===== config.mk =====
export PLATFORM = sky130hd
export DESIGN_NAME = vga_timing
export DESIGN_NICKNAME = d
export VERILOG_FILES = /design/src/rtl/vga_timing_pkg.sv /design/src/rtl/mod_counter.sv /design/src/rtl/vga_timing.sv
export SDC_FILE = /design/constraint.sdc
export NUM_CORES = 1
export LEC_CHECK = 0
export CAP_MARGIN = 25
export CORE_AREA = 5 5 57 80
export CTS_CLUSTER_SIZE = 24
export DETAILED_ROUTE_END_ITERATION = 16
export DIE_AREA = 0 0 62 85
export PLACE_DENSITY = 0.85
export SETUP_SLACK_MARGIN = 0.1
export SLEW_MARGIN = 20
export SYNTH_ARGS = -nofsm -noshare
export SYNTH_HDL_FRONTEND = slang
export SYNTH_HIERARCHICAL = 1
export SYNTH_SLANG_ARGS = --single-unit

===== constraint.sdc =====
create_clock -name clk -period 4.4 [get_ports clk]
set_input_delay 1.1 -clock clk [delete_from_list [all_inputs] [get_ports clk]]
set_output_delay 1.1 -clock clk [all_outputs]
set_load 0.05 [all_outputs]

===== src/rtl/vga_timing_pkg.sv =====
// Shared raster constants and small decode helpers for the VGA timing block.
package vga_timing_pkg;

  localparam int CNT_W       = 11;

  // 640x480@60 segment defaults (pixels / lines)
  localparam int HLINES      = 640;
  localparam int H_FRONT_DEF = 16;
  localparam int H_SYNC_DEF  = 96;
  localparam int H_BACK_DEF  = 48;
  localparam int VLINES      = 480;
  localparam int V_FRONT_DEF = 10;
  localparam int V_SYNC_DEF  = 2;
  localparam int V_BACK_DEF  = 33;
  localparam bit SYNC_POL_DEF = 1'b0;

  // Inclusive window test on an 11-bit count
  function automatic logic in_window(input logic [CNT_W-1:0] val,
                                     input logic [CNT_W-1:0] lo,
                                     input logic [CNT_W-1:0] hi);
    return (val >= lo) && (val <= hi);
  endfunction

  // Map "sync active" onto the pin level for the chosen polarity
  function automatic logic sync_level(input logic active, input bit pol);
    return pol ? active : ~active;
  endfunction

endpackage


===== src/rtl/mod_counter.sv =====
// Modulo-N counter with enable. Exposes the next-state count so the parent
// can register decode flags in lockstep with the count itself.
module mod_counter #(
  parameter int WIDTH   = 11,
  parameter int MODULUS = 800
) (
  input  logic             clk,
  input  logic             rst,
  input  logic             en,
  output logic [WIDTH-1:0] count,
  output logic [WIDTH-1:0] count_nxt,
  output logic             wrap
);

  localparam logic [WIDTH-1:0] LAST = WIDTH'(MODULUS - 1);

  // Next count and wrap strobe; wrap only fires on an enabled terminal count
  always_comb begin
    wrap      = en && (count == LAST);
    count_nxt = count;
    if (en) count_nxt = wrap ? '0 : count + WIDTH'(1);
  end

  // Count register
  always_ff @(posedge clk or posedge rst) begin
    if (rst) count <= '0;
    else     count <= count_nxt;
  end

endmodule


===== src/rtl/vga_timing.sv =====
// VGA raster timing generator: pixel-rate divider, h/v counters, registered
// blank/sync decode and a frame counter. Flags decode the next-state counts
// so they change on the same edge as the counts they describe.
module vga_timing
  import vga_timing_pkg::*;
#(
  parameter int CLK_DIV   = 2,
  parameter int H_VISIBLE = HLINES,
  parameter int H_FRONT   = H_FRONT_DEF,
  parameter int H_SYNC    = H_SYNC_DEF,
  parameter int H_BACK    = H_BACK_DEF,
  parameter int V_VISIBLE = VLINES,
  parameter int V_FRONT   = V_FRONT_DEF,
  parameter int V_SYNC    = V_SYNC_DEF,
  parameter int V_BACK    = V_BACK_DEF,
  parameter bit SYNC_POL  = SYNC_POL_DEF
) (
  input  logic        clk,
  input  logic        rst,
  output logic        pix_en,
  output logic [10:0] hcount,
  output logic [10:0] vcount,
  output logic        hblank,
  output logic        vblank,
  output logic        blank,
  output logic        hsync,
  output logic        vsync,
  output logic        frame_start,
  output logic [7:0]  frame_count
);

  localparam int H_TOTAL = H_VISIBLE + H_FRONT + H_SYNC + H_BACK;
  localparam int V_TOTAL = V_VISIBLE + V_FRONT + V_SYNC + V_BACK;

  localparam logic [CNT_W-1:0] H_VIS = CNT_W'(H_VISIBLE);
  localparam logic [CNT_W-1:0] HS_LO = CNT_W'(H_VISIBLE + H_FRONT);
  localparam logic [CNT_W-1:0] HS_HI = CNT_W'(H_VISIBLE + H_FRONT + H_SYNC - 1);
  localparam logic [CNT_W-1:0] V_VIS = CNT_W'(V_VISIBLE);
  localparam logic [CNT_W-1:0] VS_LO = CNT_W'(V_VISIBLE + V_FRONT);
  localparam logic [CNT_W-1:0] VS_HI = CNT_W'(V_VISIBLE + V_FRONT + V_SYNC - 1);
  localparam logic [1:0]       DIV_LAST = 2'(CLK_DIV - 1);

  logic [1:0]       div_q, div_nxt;
  logic [CNT_W-1:0] h_nxt, v_nxt;
  logic             h_wrap, v_wrap;

  // Divider next state; CLK_DIV is 1..4 so two bits suffice
  always_comb begin
    div_nxt = (div_q == DIV_LAST) ? 2'd0 : div_q + 2'd1;
  end

  // pix_en is registered so it reads 0 out of reset even when CLK_DIV=1
  always_ff @(posedge clk or posedge rst) begin
    if (rst) begin
      div_q  <= 2'd0;
      pix_en <= 1'b0;
    end else begin
      div_q  <= div_nxt;
      pix_en <= (div_nxt == DIV_LAST);
    end
  end

  mod_counter #(.WIDTH(CNT_W), .MODULUS(H_TOTAL)) u_hcnt (
    .clk       (clk),
    .rst       (rst),
    .en        (pix_en),
    .count     (hcount),
    .count_nxt (h_nxt),
    .wrap      (h_wrap)
  );

  mod_counter #(.WIDTH(CNT_W), .MODULUS(V_TOTAL)) u_vcnt (
    .clk       (clk),
    .rst       (rst),
    .en        (h_wrap & pix_en),
    .count     (vcount),
    .count_nxt (v_nxt),
    .wrap      (v_wrap)
  );

  // Blank/sync flags decoded from next-state counts, landing with the counts
  always_ff @(posedge clk or posedge rst) begin
    if (rst) begin
      hblank <= 1'b0;
      vblank <= 1'b0;
      blank  <= 1'b0;
      hsync  <= sync_level(1'b0, SYNC_POL);
      vsync  <= sync_level(1'b0, SYNC_POL);
    end else begin
      hblank <= (h_nxt >= H_VIS);
      vblank <= (v_nxt >= V_VIS);
      blank  <= (h_nxt >= H_VIS) || (v_nxt >= V_VIS);
      hsync  <= sync_level(in_window(h_nxt, HS_LO, HS_HI), SYNC_POL);
      vsync  <= sync_level(in_window(v_nxt, VS_LO, VS_HI), SYNC_POL);
    end
  end

  // Frame pulse and count; v_wrap already implies h_wrap and pix_en
  always_ff @(posedge clk or posedge rst) begin
    if (rst) begin
      frame_start <= 1'b0;
      frame_count <= 8'd0;
    end else begin
      frame_start <= v_wrap;
      if (v_wrap) frame_count <= frame_count + 8'd1;
    end
  end

endmodule

After elaboration in Yosys (flattened, before gate mapping). Cells that the tools add are included.

Input bits: 2. Output and inout bits: 37. Word-level logic and storage cells: 38. Register bits: 39.

Bitwise gates (word level): 3. $add $sub $neg: 4. Muxes and demuxes: 5. Equal/unequal tests: 4. Magnitude comparators: 6. Reduce and logical (&&, ||, !) cells: 5.

Operator list (number): 11-bit two-way mux (4); 11-bit by 1-bit adder with 11-bit output (second input constant) (2); 11-bit by 10-bit equality test with 1-bit output (second input constant) (2); 11-bit by 10-bit greater-or-equal comparator with 1-bit output (second input constant) (2); 11-bit by 9-bit greater-or-equal comparator with 1-bit output (second input constant) (2); 11-bit by 10-bit <= comparator with 1-bit output (second input constant) (1); 11-bit by 9-bit <= comparator with 1-bit output (second input constant) (1); 8-bit by 1-bit adder with 8-bit output (second input constant) (1); 2-bit by 1-bit equality test with 1-bit output (second input constant) (2); 1-bit logical AND (4); 2-bit by 1-bit adder with 2-bit output (second input constant) (1); 2-bit two-way mux (1); 1-bit NOT (2); 1-bit bitwise AND (1); 1-bit logical OR (1).

Depth between registers and ports, before layout.
Depth in word-level cells: 9. Gate-level depth with buffers: 11. Gate-level depth less buffers: 10.

Hierarchy. The synthesis kept the hierarchy.

By module, submodules not included: vga_timing (area an instance 676.9 sq um, cells an instance 51, seq. area each 427.9 sq um, instances 1); mod_counter (u_vcnt) (area an instance 591.8 sq um, cells an instance 54, seq. area each 275.3 sq um, instances 1); mod_counter (u_hcnt) (area an instance 551.8 sq um, cells an instance 50, seq. area each 275.3 sq um, instances 1).

Least setup slack after synthesis. No wires, ideal clock.

Path type: flip-flop to flip-flop. Start: register u_hcnt.count[0]. End: register blank. Setup time: 0.124 ns. Buffers on the path: 1. Cell stages (with the launch flop): 11. Setup slack: 1.095 ns. Clock period less this slack: 3.305 ns. Data arrival time: 3.181 ns. Required time: 4.276 ns. Cell sequence: dfrtp_1 > ha_1 > nand4_1 > nor4_4 > and2_1 > buf_2 > nand3_1 > nor3_4 > nor3b_1 > or3_4 > or2_1.

Cells in the longest elaborated chain, start to end: 8. Elaborated cells on any way between the ends: 12. Classes of those cells: add/sub (1); order compare (2); eq/ne (1); mux (4); bitwise (1); reduce/logical (3).

RTL lines: start: declaration (RTL line mod_counter.sv:10) `output logic [WIDTH-1:0] count,`; start signal: assignment (RTL line mod_counter.sv:27) `else count <= count_nxt;`; 11-bit by 10-bit equality test with 1-bit output (RTL line mod_counter.sv:19) `wrap = en && (count == LAST);`; 1-bit logical AND (RTL line mod_counter.sv:19); via h_wrap (RTL line vga_timing.sv:45) `logic h_wrap, v_wrap;`; 1-bit bitwise AND (RTL line vga_timing.sv:75) `.en (h_wrap & pix_en),`; 1-bit logical AND (RTL line mod_counter.sv:19); via v_wrap (RTL line vga_timing.sv:45); 11-bit two-way mux (2 in a row) (RTL line mod_counter.sv:21) `if (en) count_nxt = wrap ? '0 : count + WIDTH'(1);`; via v_nxt[9] (RTL line vga_timing.sv:44) `logic [CNT_W-1:0] h_nxt, v_nxt;`; 11-bit by 9-bit greater-or-equal comparator with 1-bit output (RTL line vga_timing.sv:92) `blank <= (h_nxt >= H_VIS) || (v_nxt >= V_VIS);`; 1-bit logical OR (RTL line vga_timing.sv:92); end signal: assignment (RTL line vga_timing.sv:92); end: declaration (RTL line vga_timing.sv:25) `output logic blank,`.

The timed path passes the listed nets, and every way through them passes these cells. A chain may end at the register's enable or synchronous reset.

Worst setup path in the final report. Ends and elaborated chain as after synthesis.

==> summary.md <==
| Metric | Value |
|---|---|
| Unrepaired setup endpoints after global routing | no |
| Clk slew on worst S/H paths | roughly 0.070 ns |
| N_diodes | 0 |
| Async set-reset flop share out of synthesis | 100% |
| Post-CTS Setup Bufs | 0 |
| Filler instances | approximately 310 |
| R2R cell count | 9 |
| Hold path startpoint | div_q[1]$_DFF_PP0_ |
| Hold bufs inserted after CTS | 0 |
| Yosys reg bits | 39 |
| Fin. max-slew vios | 0 |
| Crit-path max FO | 10 |
| Worst vdd ir | about 0.34 mV |
| Row count | 27 |
| Post-CTS resize count | 0 |
| CP required | 4.57 ns |
| Post-layout total power | 0.000652 W |
| Final setup viols | 0 |
| Largest area contributor in the netlist | dfrtp_1 |
| Most frequent cell after synthesis | dfrtp_1 |
| Routed len/inst | approximately 16 um |
| Worst hold path class | reg2reg |
| Initial antenna violation count | 0 |
| R2r endpoint | blank$_DFF_PP0_ |
| Die Y | about 85 um |
| Status | finished clean |
| Top cells by area, synth | dfrtp_1 (51%), xnor2_1 (5.3%), xor2_1 (4.3%), nand4_1 (3.1%), dfstp_2 (2.9%) |
| Post-Syn Area | roughly 1800 um^2 |
| Max-Cap Viols | 0 |
| Root Driver | clkbuf_8 |
| Worst Tran Pin Value | ~0.63 ns |
| Setup_tns | 0 ns |
| Drc violations | 0 |
| Syn_nets | about 160 |
| Seq/Total Area, Yosys | a little over half |
| CP Capture Type | flip-flop |
| GP Congestion | 0.840 |
| Final Critical Period | about 3.3 ns |
| Inserted Clock Buffers | 5 |
| Startpoint Class | flip-flop |
| Sink Count | 39 |
| Routed wire length | 3860 um |
| Syn_area_per_cell | approximately 12 um^2 |
| Worst setup path class | reg2reg |
| Largest net degree at the start of global routing | 18 |
| Fmax | 301 MHz |
| IO Pins | 39 |
| Yosys warning count | 6 |
| Total Routing Usage GR | between 10% and 20% |
| Via count | about 1400 |
| Starting Density | between 40% and 50% |
| Synth Instances | between 150 and 200 |
| DP Wirelength | 2920 um |
| Synth cell count leaders | dfrtp_1 (37), nand2_1 (13), xnor2_1 (11) |
| EDFF count, synth | 0 |
| Hold EP | pix_en$_DFF_PP0_ |
| Post-synth top area share | 50.9% |
| Vias in the first global route | roughly 1400 |
| RR Startpoint | u_hcnt/count[0]$_DFF_PP0_ |
| Layout Utilization | just over 60% |
| Avg Vias per Cell | 5.59 |
| Layout cell share with drive strength beyond 1 | a little under an eighth |
| Core box area | roughly 3800 um^2 |
| Die Wd | slightly above 60 um |
| H-Tree Depth | 2 |
| Starting DRT DRC Count | 87 |
| Crit share post-route | around three quarters |
| Nets | between 200 and 250 |
| Total leakage power | 1.04 nW |
| Initial DRT Pass Iterations | 6 |
| Max incr delay on CP | ~0.46 ns |
| Hold Path Depth | 1 |
| DRT antenna net count | 0 |
| Crit path cell chain | ha_1, nand4_1, nor4_4, and2_1, nand3_1, nor3_4, nor3b_1, or3_4, or2_1 |
| Crit path DAT | ~3.5 ns |
| PortBufs | 38 |
| First-pass GRT wire length | 6510 um |
| Reg2reg setup slack | approximately 1.1 ns |
| Longest Clk Path Bufs | 2 |
| Post-synth top flop | dfrtp_1 |
| Rel. slew slack | between 50% and 60% |
| Final hold violations | 0 |
| Power Dens Cells | roughly 280 nW/um^2 |
| Area Overhead vs Synth | 29.4% |
| Total global routing overflow | 0 |
| Clock Latency Late Sink | approximately 0.29 ns |
| Clk_skew | ~0.01 ns |
| Count of different cell masters after synthesis | between 40 and 50 |
| CTS tree | yes |
| Die ar. | ~5300 um^2 |
| Critical path's slowest cell | dfrtp_1 |
## cell usage in the layout, fill, tap and decap left out, types with 2 or more instances in the layout
cell type and count:
dfstp_2 2, clkbuf_1 2, and4_1 3, nand3_1 8, or4b_4 3, nand4_1 9
inv_1 9, nand2_1 13, nor2_1 7, and3_1 2, and2_1 2, or3_1 2
o311ai_0 2, ha_1 4, dfrtp_1 37, clkdlybuf4s50_1 38, xnor2_1 11, o22ai_1 2
xor2_1 9, o21ai_0 2, clkbuf_8 5, mux2i_1 2, o21ai_1 2
## critical path, delay by kind of cell (launching register included)
kind	cells	cell delay [ns]
adders and majority gates	1	0.23
and+or+nand+nor	8	2.51
DFF	1	0.46
## metal layers
| layer | global-route usage, % | share of wire [%] | vias up |
|---|---|---|---|
| li1 | - | - | 640 |
| met1 | 20.0 | 41 | 654 |
| met2 | 26.2 | 50 | 51 |
| met3 | 3.96 | 4.6 | 14 |
| met4 | 9.46 | 3.5 | 0 |
| met5 | 0 | 0 | - |
## logic make-up (layout without fill, tap and decap cells)
logic type,after synthesis,after routing,share of synthesized area [%]
AND/OR/NAND/NOR,67,67,24.8
buffers and inverters,10,55,2.13
multiplexers,4,4,2.54
AO/OA/AOI/OAI,11,11,4.40
XOR/XNOR,20,20,9.62
flip-flops,39,39,53.7
adder cells (fa/ha/maj),4,4,2.75
## registers in the layout, summed over array words and instances, names as in the netlist
signal / count
u_hcnt/count: 11
u_vcnt/count: 11
frame_count: 8
div_q: 2
blank: 1
frame_start: 1
hblank: 1
hsync: 1
pix_en: 1
vblank: 1
vsync: 1
## final cells by class
class                      count  area [um^2]  area share (%)
multi-input combinational    106          803            34.1
sequential                    39          978            41.5
tap                           43         53.8            2.28
clock inverter                 1         30.0            1.27
inverter                       9         33.8            1.43
timing repair buffer          38          380            16.1
clock buffer                   7         76.3            3.24
## power breakdown
group	total (W)	leakage (nW)	internal, W	switching [W]
Clock	0.000285	0.0524	0.000170	0.000116
Sequential	0.000358	0.519	0.000358	0
Combinational	0.00000812	0.466	0.000000970	0.00000715
## metrics by stage
| stage | hold slack (ns) | setup WS [ns] | area, um^2 | std cells |
|---|---|---|---|---|
| final | 0.443 | 1.08 | 2360 | 243 |
| after global routing | 0.459 | 0.832 | 2360 | 243 |
| after CTS | 0.443 | 1.09 | 2360 | 243 |
| after detailed placement | 0.430 | 1.12 | 2250 | 235 |
| after global placement | 0.418 | 1.20 | 2250 | 235 |
| after floorplan | 0.395 | 1.10 | 1820 | 155 |
## worst max-delay path by stage
stage	start	endpoint	slack [ns]	cells past startpoint
global route	u_hcnt/count[0]$_DFF_PP0_	blank$_DFF_PP0_	0.83	9
finish	u_hcnt/count[0]$_DFF_PP0_	blank$_DFF_PP0_	1.08	9
global placement	u_hcnt/count[6]$_DFF_PP0_	blank$_DFF_PP0_	1.20	8
CTS	u_hcnt/count[0]$_DFF_PP0_	blank$_DFF_PP0_	1.09	9
floorplan	u_hcnt/count[0]$_DFF_PP0_	blank$_DFF_PP0_	1.10	10
detailed placement	u_hcnt/count[0]$_DFF_PP0_	blank$_DFF_PP0_	1.12	9
Power figures use the tool's default switching activity.
